<file path="config.mk">
export PLATFORM = sky130hd
export DESIGN_NAME = rs_bank_ctrl_flat
export DESIGN_NICKNAME = d
export VERILOG_FILES = /design/src/rtl/rs_bank_ctrl_if.sv /design/src/rtl/rs_bank_ctrl.sv /design/src/flat_wrapper.sv
export SDC_FILE = /design/constraint.sdc
export NUM_CORES = 1
export LEC_CHECK = 0
export CAP_MARGIN = 0
export CELL_PAD_IN_SITES_DETAIL_PLACEMENT = 0
export CELL_PAD_IN_SITES_GLOBAL_PLACEMENT = 2
export CORE_MARGIN = 10
export CORE_UTILIZATION = 24
export DETAILED_ROUTE_END_ITERATION = 10
export PLACE_DENSITY_LB_ADDON = 0.05
export SLEW_MARGIN = 20
export SYNTH_ARGS = -nofsm -noshare
export SYNTH_HDL_FRONTEND = slang
export SYNTH_SLANG_ARGS = --single-unit
export TNS_END_PERCENT = 10
</file>
<file path="constraint.sdc">
create_clock -name clk -period 2.9 [get_ports clk]
set_input_delay 0.58 -clock clk [delete_from_list [all_inputs] [get_ports clk]]
set_output_delay 0.58 -clock clk [all_outputs]
set_load 0.005 [all_outputs]
</file>
<file path="src/rtl/rs_bank_ctrl_if.sv">
// Requester/bank-side bundle for rs_bank_ctrl: request ports, grant pulse,
// SR drive to the flop bank, Q feedback and status.
interface rs_bank_ctrl_if #(
  parameter int NREQ = 4,
  parameter int NFF  = 8,
  parameter int IDXW = 3
);
  logic [NREQ-1:0]      req;
  logic [2*NREQ-1:0]    req_op;
  logic [IDXW*NREQ-1:0] req_idx;
  logic [NREQ-1:0]      gnt;
  logic [2*NFF-1:0]     sr_out;
  logic [NFF-1:0]       q_in;
  logic                 busy;
  logic                 done;
  logic                 err;
  logic                 err_clr;

  modport slave (
    input  req, req_op, req_idx, q_in, err_clr,
    output gnt, sr_out, busy, done, err
  );

  modport master (
    output req, req_op, req_idx, q_in, err_clr,
    input  gnt, sr_out, busy, done, err
  );
endinterface

</file>
<file path="src/rtl/rs_bank_ctrl.sv">
// Round-robin sequencer that shares a bank of clocked RS flops: grants one
// requester, drives one SR pair for a single cycle, then verifies the flop's Q.
module rs_bank_ctrl #(
  parameter int NREQ = 4,
  parameter int NFF  = 8,
  parameter int IDXW = 3
) (
  input  logic        clk,
  input  logic        rst_n,
  rs_bank_ctrl_if.slave bus
);

  localparam int PTRW = (NREQ > 1) ? $clog2(NREQ) : 1;

  typedef enum logic [1:0] {
    S_IDLE  = 2'd0,
    S_DRIVE = 2'd1,
    S_CHECK = 2'd2
  } state_t;

  typedef enum logic [1:0] {
    OP_NOP = 2'b00,
    OP_CLR = 2'b01,
    OP_SET = 2'b10,
    OP_TGL = 2'b11
  } op_t;

  // Registered state and outputs
  state_t            r_state;
  logic [PTRW-1:0]   r_ptr;
  logic [NREQ-1:0]   r_gnt;
  logic [2*NFF-1:0]  r_sr;
  logic              r_busy;
  logic              r_done;
  logic              r_err;
  logic [IDXW-1:0]   r_idx;
  logic              r_idx_ok;
  logic              r_exp;

  // Next-state values
  state_t            w_state_nxt;
  logic [PTRW-1:0]   w_ptr_nxt;
  logic [NREQ-1:0]   w_gnt_nxt;
  logic [2*NFF-1:0]  w_sr_nxt;
  logic              w_busy_nxt;
  logic              w_done_nxt;
  logic              w_err_nxt;
  logic [IDXW-1:0]   w_idx_nxt;
  logic              w_idx_ok_nxt;
  logic              w_exp_nxt;

  // Arbitration and decode of the winning request
  logic              w_found;
  logic [PTRW-1:0]   w_win;
  op_t               w_req_op;
  logic [IDXW-1:0]   w_req_idx;
  logic              w_tgt_ok;
  logic              w_tgt_q;
  logic [1:0]        w_code;
  logic              w_exp;
  logic              w_chk_q;

  // Round-robin search: first asserted req at or above the pointer, wrapping.
  always_comb begin
    // NOTE: every combinational output gets a default before any branch, so no
    // path leaves it unassigned and no latch is inferred.
    w_found = 1'b0;
    w_win   = '0;
    for (int off = 0; off < NREQ; off++) begin
      if (!w_found && bus.req[PTRW'((int'(r_ptr) + off) % NREQ)]) begin
        w_found = 1'b1;
        w_win   = PTRW'((int'(r_ptr) + off) % NREQ);
      end
    end
  end

  always_comb begin
    w_req_op  = OP_NOP;
    w_req_idx = '0;
    for (int k = 0; k < NREQ; k++) begin
      if (PTRW'(k) == w_win) begin
        w_req_op  = op_t'(bus.req_op[2*k +: 2]);
        w_req_idx = bus.req_idx[IDXW*k +: IDXW];
      end
    end
  end

  // Target lookup; an index past the bank leaves w_tgt_ok low.
  always_comb begin
    w_tgt_ok = 1'b0;
    w_tgt_q  = 1'b0;
    for (int i = 0; i < NFF; i++) begin
      if (IDXW'(i) == w_req_idx) begin
        w_tgt_ok = 1'b1;
        w_tgt_q  = bus.q_in[i];
      end
    end
  end

  // Toggle is turned into a plain set or clear here, so 2'b11 never leaves.
  always_comb begin
    w_code = 2'b00;
    w_exp  = w_tgt_q;
    unique case (w_req_op)
      OP_SET: begin w_code = 2'b10; w_exp = 1'b1; end
      OP_CLR: begin w_code = 2'b01; w_exp = 1'b0; end
      OP_TGL: begin w_code = w_tgt_q ? 2'b01 : 2'b10; w_exp = ~w_tgt_q; end
      default: begin w_code = 2'b00; w_exp = w_tgt_q; end
    endcase
  end

  always_comb begin
    w_chk_q = 1'b0;
    for (int i = 0; i < NFF; i++) begin
      if (IDXW'(i) == r_idx) w_chk_q = bus.q_in[i];
    end
  end

  // Next-state and registered-output logic
  always_comb begin
    w_state_nxt  = r_state;
    w_ptr_nxt    = r_ptr;
    w_gnt_nxt    = '0;
    w_sr_nxt     = '0;
    w_done_nxt   = 1'b0;
    w_err_nxt    = bus.err_clr ? 1'b0 : r_err;
    w_idx_nxt    = r_idx;
    w_idx_ok_nxt = r_idx_ok;
    w_exp_nxt    = r_exp;

    unique case (r_state)
      S_IDLE: begin
        if (w_found) begin
          w_gnt_nxt    = NREQ'(1) << w_win;
          w_ptr_nxt    = PTRW'((int'(w_win) + 1) % NREQ);
          w_idx_nxt    = w_req_idx;
          w_idx_ok_nxt = w_tgt_ok;
          w_exp_nxt    = w_exp;
          for (int i = 0; i < NFF; i++) begin
            if (IDXW'(i) == w_req_idx) w_sr_nxt[2*i +: 2] = w_code;
          end
          w_state_nxt  = S_DRIVE;
        end
      end
      S_DRIVE: begin
        w_state_nxt = S_CHECK;
      end
      S_CHECK: begin
        w_done_nxt  = 1'b1;
        // A new error overrides a same-cycle err_clr.
        if (!r_idx_ok || (w_chk_q != r_exp)) w_err_nxt = 1'b1;
        w_state_nxt = S_IDLE;
      end
      default: begin
        w_state_nxt = S_IDLE;
      end
    endcase

    w_busy_nxt = (w_state_nxt != S_IDLE);
  end

  // NOTE: every register here is a plain flop, so all of them take an async
  // reset value; there is no memory array that would need to stay unreset.
  always_ff @(posedge clk or negedge rst_n) begin
    if (!rst_n) begin
      r_state  <= S_IDLE;
      r_ptr    <= '0;
      r_gnt    <= '0;
      r_sr     <= '0;
      r_busy   <= 1'b0;
      r_done   <= 1'b0;
      r_err    <= 1'b0;
      r_idx    <= '0;
      r_idx_ok <= 1'b0;
      r_exp    <= 1'b0;
    end else begin
      // NOTE: non-blocking updates so every flop samples pre-edge values.
      r_state  <= w_state_nxt;
      r_ptr    <= w_ptr_nxt;
      r_gnt    <= w_gnt_nxt;
      r_sr     <= w_sr_nxt;
      r_busy   <= w_busy_nxt;
      r_done   <= w_done_nxt;
      r_err    <= w_err_nxt;
      r_idx    <= w_idx_nxt;
      r_idx_ok <= w_idx_ok_nxt;
      r_exp    <= w_exp_nxt;
    end
  end

  assign bus.gnt    = r_gnt;
  assign bus.sr_out = r_sr;
  assign bus.busy   = r_busy;
  assign bus.done   = r_done;
  assign bus.err    = r_err;

endmodule

</file>
<file path="src/flat_wrapper.sv">
// flat-port wrapper written by rule: the top's interface ports become plain ports
module rs_bank_ctrl_flat 
#(
  parameter int NREQ = 4,
  parameter int NFF  = 8,
  parameter int IDXW = 3
)
  (clk, rst_n, bus_req, bus_req_op, bus_req_idx, bus_q_in, bus_err_clr, bus_gnt, bus_sr_out, bus_busy, bus_done, bus_err);
  rs_bank_ctrl_if #(.NREQ(NREQ), .NFF(NFF), .IDXW(IDXW)) bus_i ();
  input  logic clk;
  input  logic rst_n;
  input wire logic [$bits(bus_i.req)-1:0] bus_req;
  input wire logic [$bits(bus_i.req_op)-1:0] bus_req_op;
  input wire logic [$bits(bus_i.req_idx)-1:0] bus_req_idx;
  input wire logic [$bits(bus_i.q_in)-1:0] bus_q_in;
  input wire logic [$bits(bus_i.err_clr)-1:0] bus_err_clr;
  output wire logic [$bits(bus_i.gnt)-1:0] bus_gnt;
  output wire logic [$bits(bus_i.sr_out)-1:0] bus_sr_out;
  output wire logic [$bits(bus_i.busy)-1:0] bus_busy;
  output wire logic [$bits(bus_i.done)-1:0] bus_done;
  output wire logic [$bits(bus_i.err)-1:0] bus_err;
  assign bus_i.req = bus_req;
  assign bus_i.req_op = bus_req_op;
  assign bus_i.req_idx = bus_req_idx;
  assign bus_i.q_in = bus_q_in;
  assign bus_i.err_clr = bus_err_clr;
  assign bus_gnt = bus_i.gnt;
  assign bus_sr_out = bus_i.sr_out;
  assign bus_busy = bus_i.busy;
  assign bus_done = bus_i.done;
  assign bus_err = bus_i.err;
  rs_bank_ctrl #(.NREQ(NREQ), .NFF(NFF), .IDXW(IDXW)) u_core (.clk(clk), .rst_n(rst_n), .bus(bus_i));
endmodule
</file>
==> results list <==
- The die is approximately 100 µm tall.
- Vias per cell: between 4 and 5
- When the netlist entered floorplanning its net count stood at slightly above 200.
- Largest delay share family, worst path: compound AO/OA/AOI/OAI gates
- Across the run, the number of max-cap violations was 0.
- First-pass GRT wire length: roughly 8600 µm
- For this design the ratio of total power to cell area is 1050 nW/µm².
* CP arrival: 3280 ps
- The number of global-route vias before repair is around 1700.
- Most frequent cells in the layout: sky130_fd_sc_hd__clkdlybuf4s50_1 (53), sky130_fd_sc_hd__dfrtp_1 (31), sky130_fd_sc_hd__buf_4 (25), sky130_fd_sc_hd__nand2_1 (24), sky130_fd_sc_hd__nor2_1 (11)
- In the synthesized netlist the async set-or-reset flop fraction comes to 100%.
- The design draws approximately 2.9 mW.
- Of the total power, registers draw roughly 22%.
- In this run the worst path has a maximum fanout of 7.
- Routed wirelength normalized by instance count: 14.8 µm
- Setup repair after global routing could not meet its margin everywhere.
- Hold-fix buffers at CTS: 0
- Final setup vio count: 17
* Post-Route WL: 5120 µm
* Worst-path cell with the longest stage delay: sky130_fd_sc_hd__a311o_1
- Number of distinct library cell variants in the gate-level netlist after synthesis: 41
- STA classifies the critical path endpoint as a flip-flop.
- Worst setup margin: -162 ps
* Core ar.: 6830 µm²
- Of the total power, combinational logic draws about 63%.
* Number of flops mapped to enable cells by yosys: 0
- Cell internal power was estimated by the tool at between 1.5 and 2 mW.
- For this run, the slowest stage of the critical path takes between 300 and 400 ps.
- Number of flip-flops and latches in the synthesized netlist: 32
- Clock tree synthesis found a total of 32 sinks.
* DRC: 0
- The filler cells instantiated in the layout total roughly 700.
- The later pin in the worst-skew pair is clocked with a latency of 290 ps.
- At the end of routability-driven placement, the weighted congestion stood at between 0.8 and 0.9.
* Violations in the final reports: negative setup slack
- The worst pin sits at a relative slew slack of roughly 72%.
- The initialized floorplan defines 30 standard-cell rows.
- Setup Crit Path Kind: primary input to flip-flop
* Post-placement cell area: ~2500 µm²
* Number of input and output port buffers inserted: between 50 and 60
* Seq/Total Area, Yosys: a little under half
- The synthesized netlist occupies a cell area of ~1700 µm².
- Cell-by-cell trace of the critical path: buf_12 > inv_12 > nor2_4 > a21oi_2 > nor2_1 > a221o_1 > nor2_4 > inv_2 > ha_4 > nor3b_2 > a311o_1 > and3_1 > o32a_1 > o22ai_2 > buf_6 > o211ai_1 > buf_4 > nor2_2
- The number of failing hold endpoints at the final stage is 0.
- Entering global routing, the biggest net connects 33 pins.
- Avg Inst Size Synth: roughly 10 µm²
* Total net switching power: between 1 and 1.5 mW
- Leakage power figure: roughly 1.2 nW
* Detailed Place HPWL: ~4000 µm
* Number of H-tree levels: 2
- The worst hold path belongs to the class flip-flop to flip-flop.
- The number of max-slew violations in the final report is 0.
- Clock tree root driver cell: sky130_fd_sc_hd__clkbuf_8
- The first detailed-routing pass took 4 iterations.
* Area used by sequential logic in the layout: around 800 µm²
- Synthesis handed over a netlist of approximately 170 instances.
* Required time of the critical path: 3120 ps
- TritonCTS built the clock tree.
- Area occupied by multi-input gates: roughly 890 µm²
- After clock tree synthesis, the clock-pin slew on the worst setup and hold paths is roughly 70 ps.
- The number of clock buffers added by TritonCTS is 5.
* Switching share of total power: between 40% and 50%
- Die footprint: between 10000 and 15000 µm²
- Achievable Freq: ~0.33 GHz
- Cell repeated most along the worst path: sky130_fd_sc_hd__nor2_4
- Most common library cell in the layout ignoring fill and taps: sky130_fd_sc_hd__clkdlybuf4s50_1
* Worst hold margin: 459 ps
* Fin nets: 287
* N_diodes: 0
- Between clock sinks in the finished design, the worst skew comes to 7.52 ps.
- Count of vias placed by the detailed router: roughly 1500
- The worst setup path is launched from a primary input.
- Syn. warnings: 0
- The number of antenna violations at the first check in global routing came to 0.
- The routed design could run at a clock period as short as between 3000 and 4000 ps.
- For this run, the leading register cell type out of synthesis is sky130_fd_sc_hd__dfrtp_1.
- Horizontal die dimension: 104 µm
* Final standard cell area without fillers: about 2800 µm²
- The flow ran to the end, but the final reports show violations.
- The first routing iteration left 55 violations.
* Maximum count of clock buffers along a single path: 2
- CP bufs+invs: 5
* Worst Max-Slew Pin Slew: ~420 ps
- Boundary Pins: 58
* Antenna Violating Nets Remaining: 0
* Final critical-path share of the clock period: 106%
- Portion of total power attributed to the clock network: between 10% and 20%
- Effective utilization at floorplan: between 20 and 25%
* End-of-flow core utilization: 40.3%
- Area Overhead vs Synth: 62.6%
- Global routing used under 10% of the available tracks across all layers.
* Fraction of layout instances using a drive strength above 1: approximately 29%
- Worst vdd rail ir drop: between 0.3 and 0.4 mV
- The total overflow left after global routing is 0.
- Fin Setup TNS: -1630 ps
metrics by stage:
| stage | instances | setup slack [ps] |
|---|---|---|
| 6_report | 345 | -162 |
| 5_1_grt | 345 | -324 |
| 4_1_cts | 342 | -196 |
| 3_5_place_dp | 332 | -1200 |
| 3_3_place_gp | 332 | -1090 |
| 2_1_floorplan | 166 | -367 |
cell type report:
| cell class | instances | share of cell area (%) |
|---|---|---|
| Clock buffer | 5 | 2.50 |
| Clock inverter | 3 | 1.55 |
| Inverter | 10 | 1.82 |
| Multi-Input combinational cell | 116 | 32.3 |
| Sequential cell | 32 | 29.2 |
| Tap cell | 96 | 4.37 |
| Timing Repair Buffer | 83 | 28.3 |
flip-flops by register name (all words and copies together) (netlist names), 2 cells and up:
signal,cells
u_core.bus.sr_out,16
u_core.r_ptr,2
u_core.r_idx,3
u_core.bus.gnt,4
u_core.r_state,2
kinds of logic (layout without fill, tap and decap cells):
kind of cell	count (synthesis)	in the layout	share of synthesized area [%]
DFF	32	32	47.3
and+or+nand+nor	80	80	26.9
AOI/OAI and AO/OA	26	26	12.2
buffers and inverters	18	101	5.62
xor gates and xnor gates	1	1	0.518
muxes	5	5	4.44
adders and majority gates	4	4	2.96
worst paths after layout:
| path | start | to | slack (ps) | depth (start not counted) |
|---|---|---|---|---|
| min reg2reg | u_core.r_state[1] | u_core.r_state[1] | 460 | 1 |
| max | bus_req[0] | u_core.bus.sr_out[11] | -160 | 18 |
| max in group asynchronous | rst_n | u_core.r_ptr[0] | 1870 | 2 |
| min in group asynchronous | rst_n | u_core.bus.sr_out[5] | 700 | 2 |
| min | u_core.r_state[1] | u_core.r_state[1] | 460 | 1 |
| max reg2reg | u_core.r_ptr[0] | u_core.bus.sr_out[11] | -140 | 16 |
cells in the mapped netlist (all sizes together), types with 2 or more instances:
cell	n	area, µm²
dfrtp	32	801
nand2	24	90.1
nor2	16	60.1
nor4	11	113
a21oi	10	53.8
inv	10	37.5
and2	6	37.5
buf	5	46.3
nand2b	5	31.3
nand3b	5	37.5
nor2b	5	31.3
ha	4	50.1
clkbuf	3	11.3
mux2i	3	30.0
nor3b	3	22.5
a211oi	2	27.5
and3	2	12.5
mux4	2	45.0
o22ai	2	18.8
repair_timing:
item | in CTS | in global routing
pin swaps | 17 | 15
setup buffers | 2 | 3
setup endpoints to repair | 18 | 17
gates cloned | 0 | 0
gates resized for setup | 37 | 6
hold endpoints to repair | 0 | 0
power groups by stage:
stage / logic, mW / registers (mW) / clock network (mW)
floorplan: 0.995 / 0.643 / 0
global placement: 1.61 / 0.647 / 0
detailed placement: 1.64 / 0.651 / 0
CTS: 1.78 / 0.645 / 0.449
global route: 2.01 / 0.657 / 0.469
finish: 1.81 / 0.640 / 0.432
per-layer routing:
metal / vias up / global-route usage (%) / share of wire [%]
li1: 736 / - / -
met1: 724 / 11.4 / 46
met2: 48 / 15.5 / 47
met3: 5 / 2.85 / 5.9
met4: 0 / 4.17 / 1.7
met5: - / 0 / 0
Power figures use the tool's default switching activity.
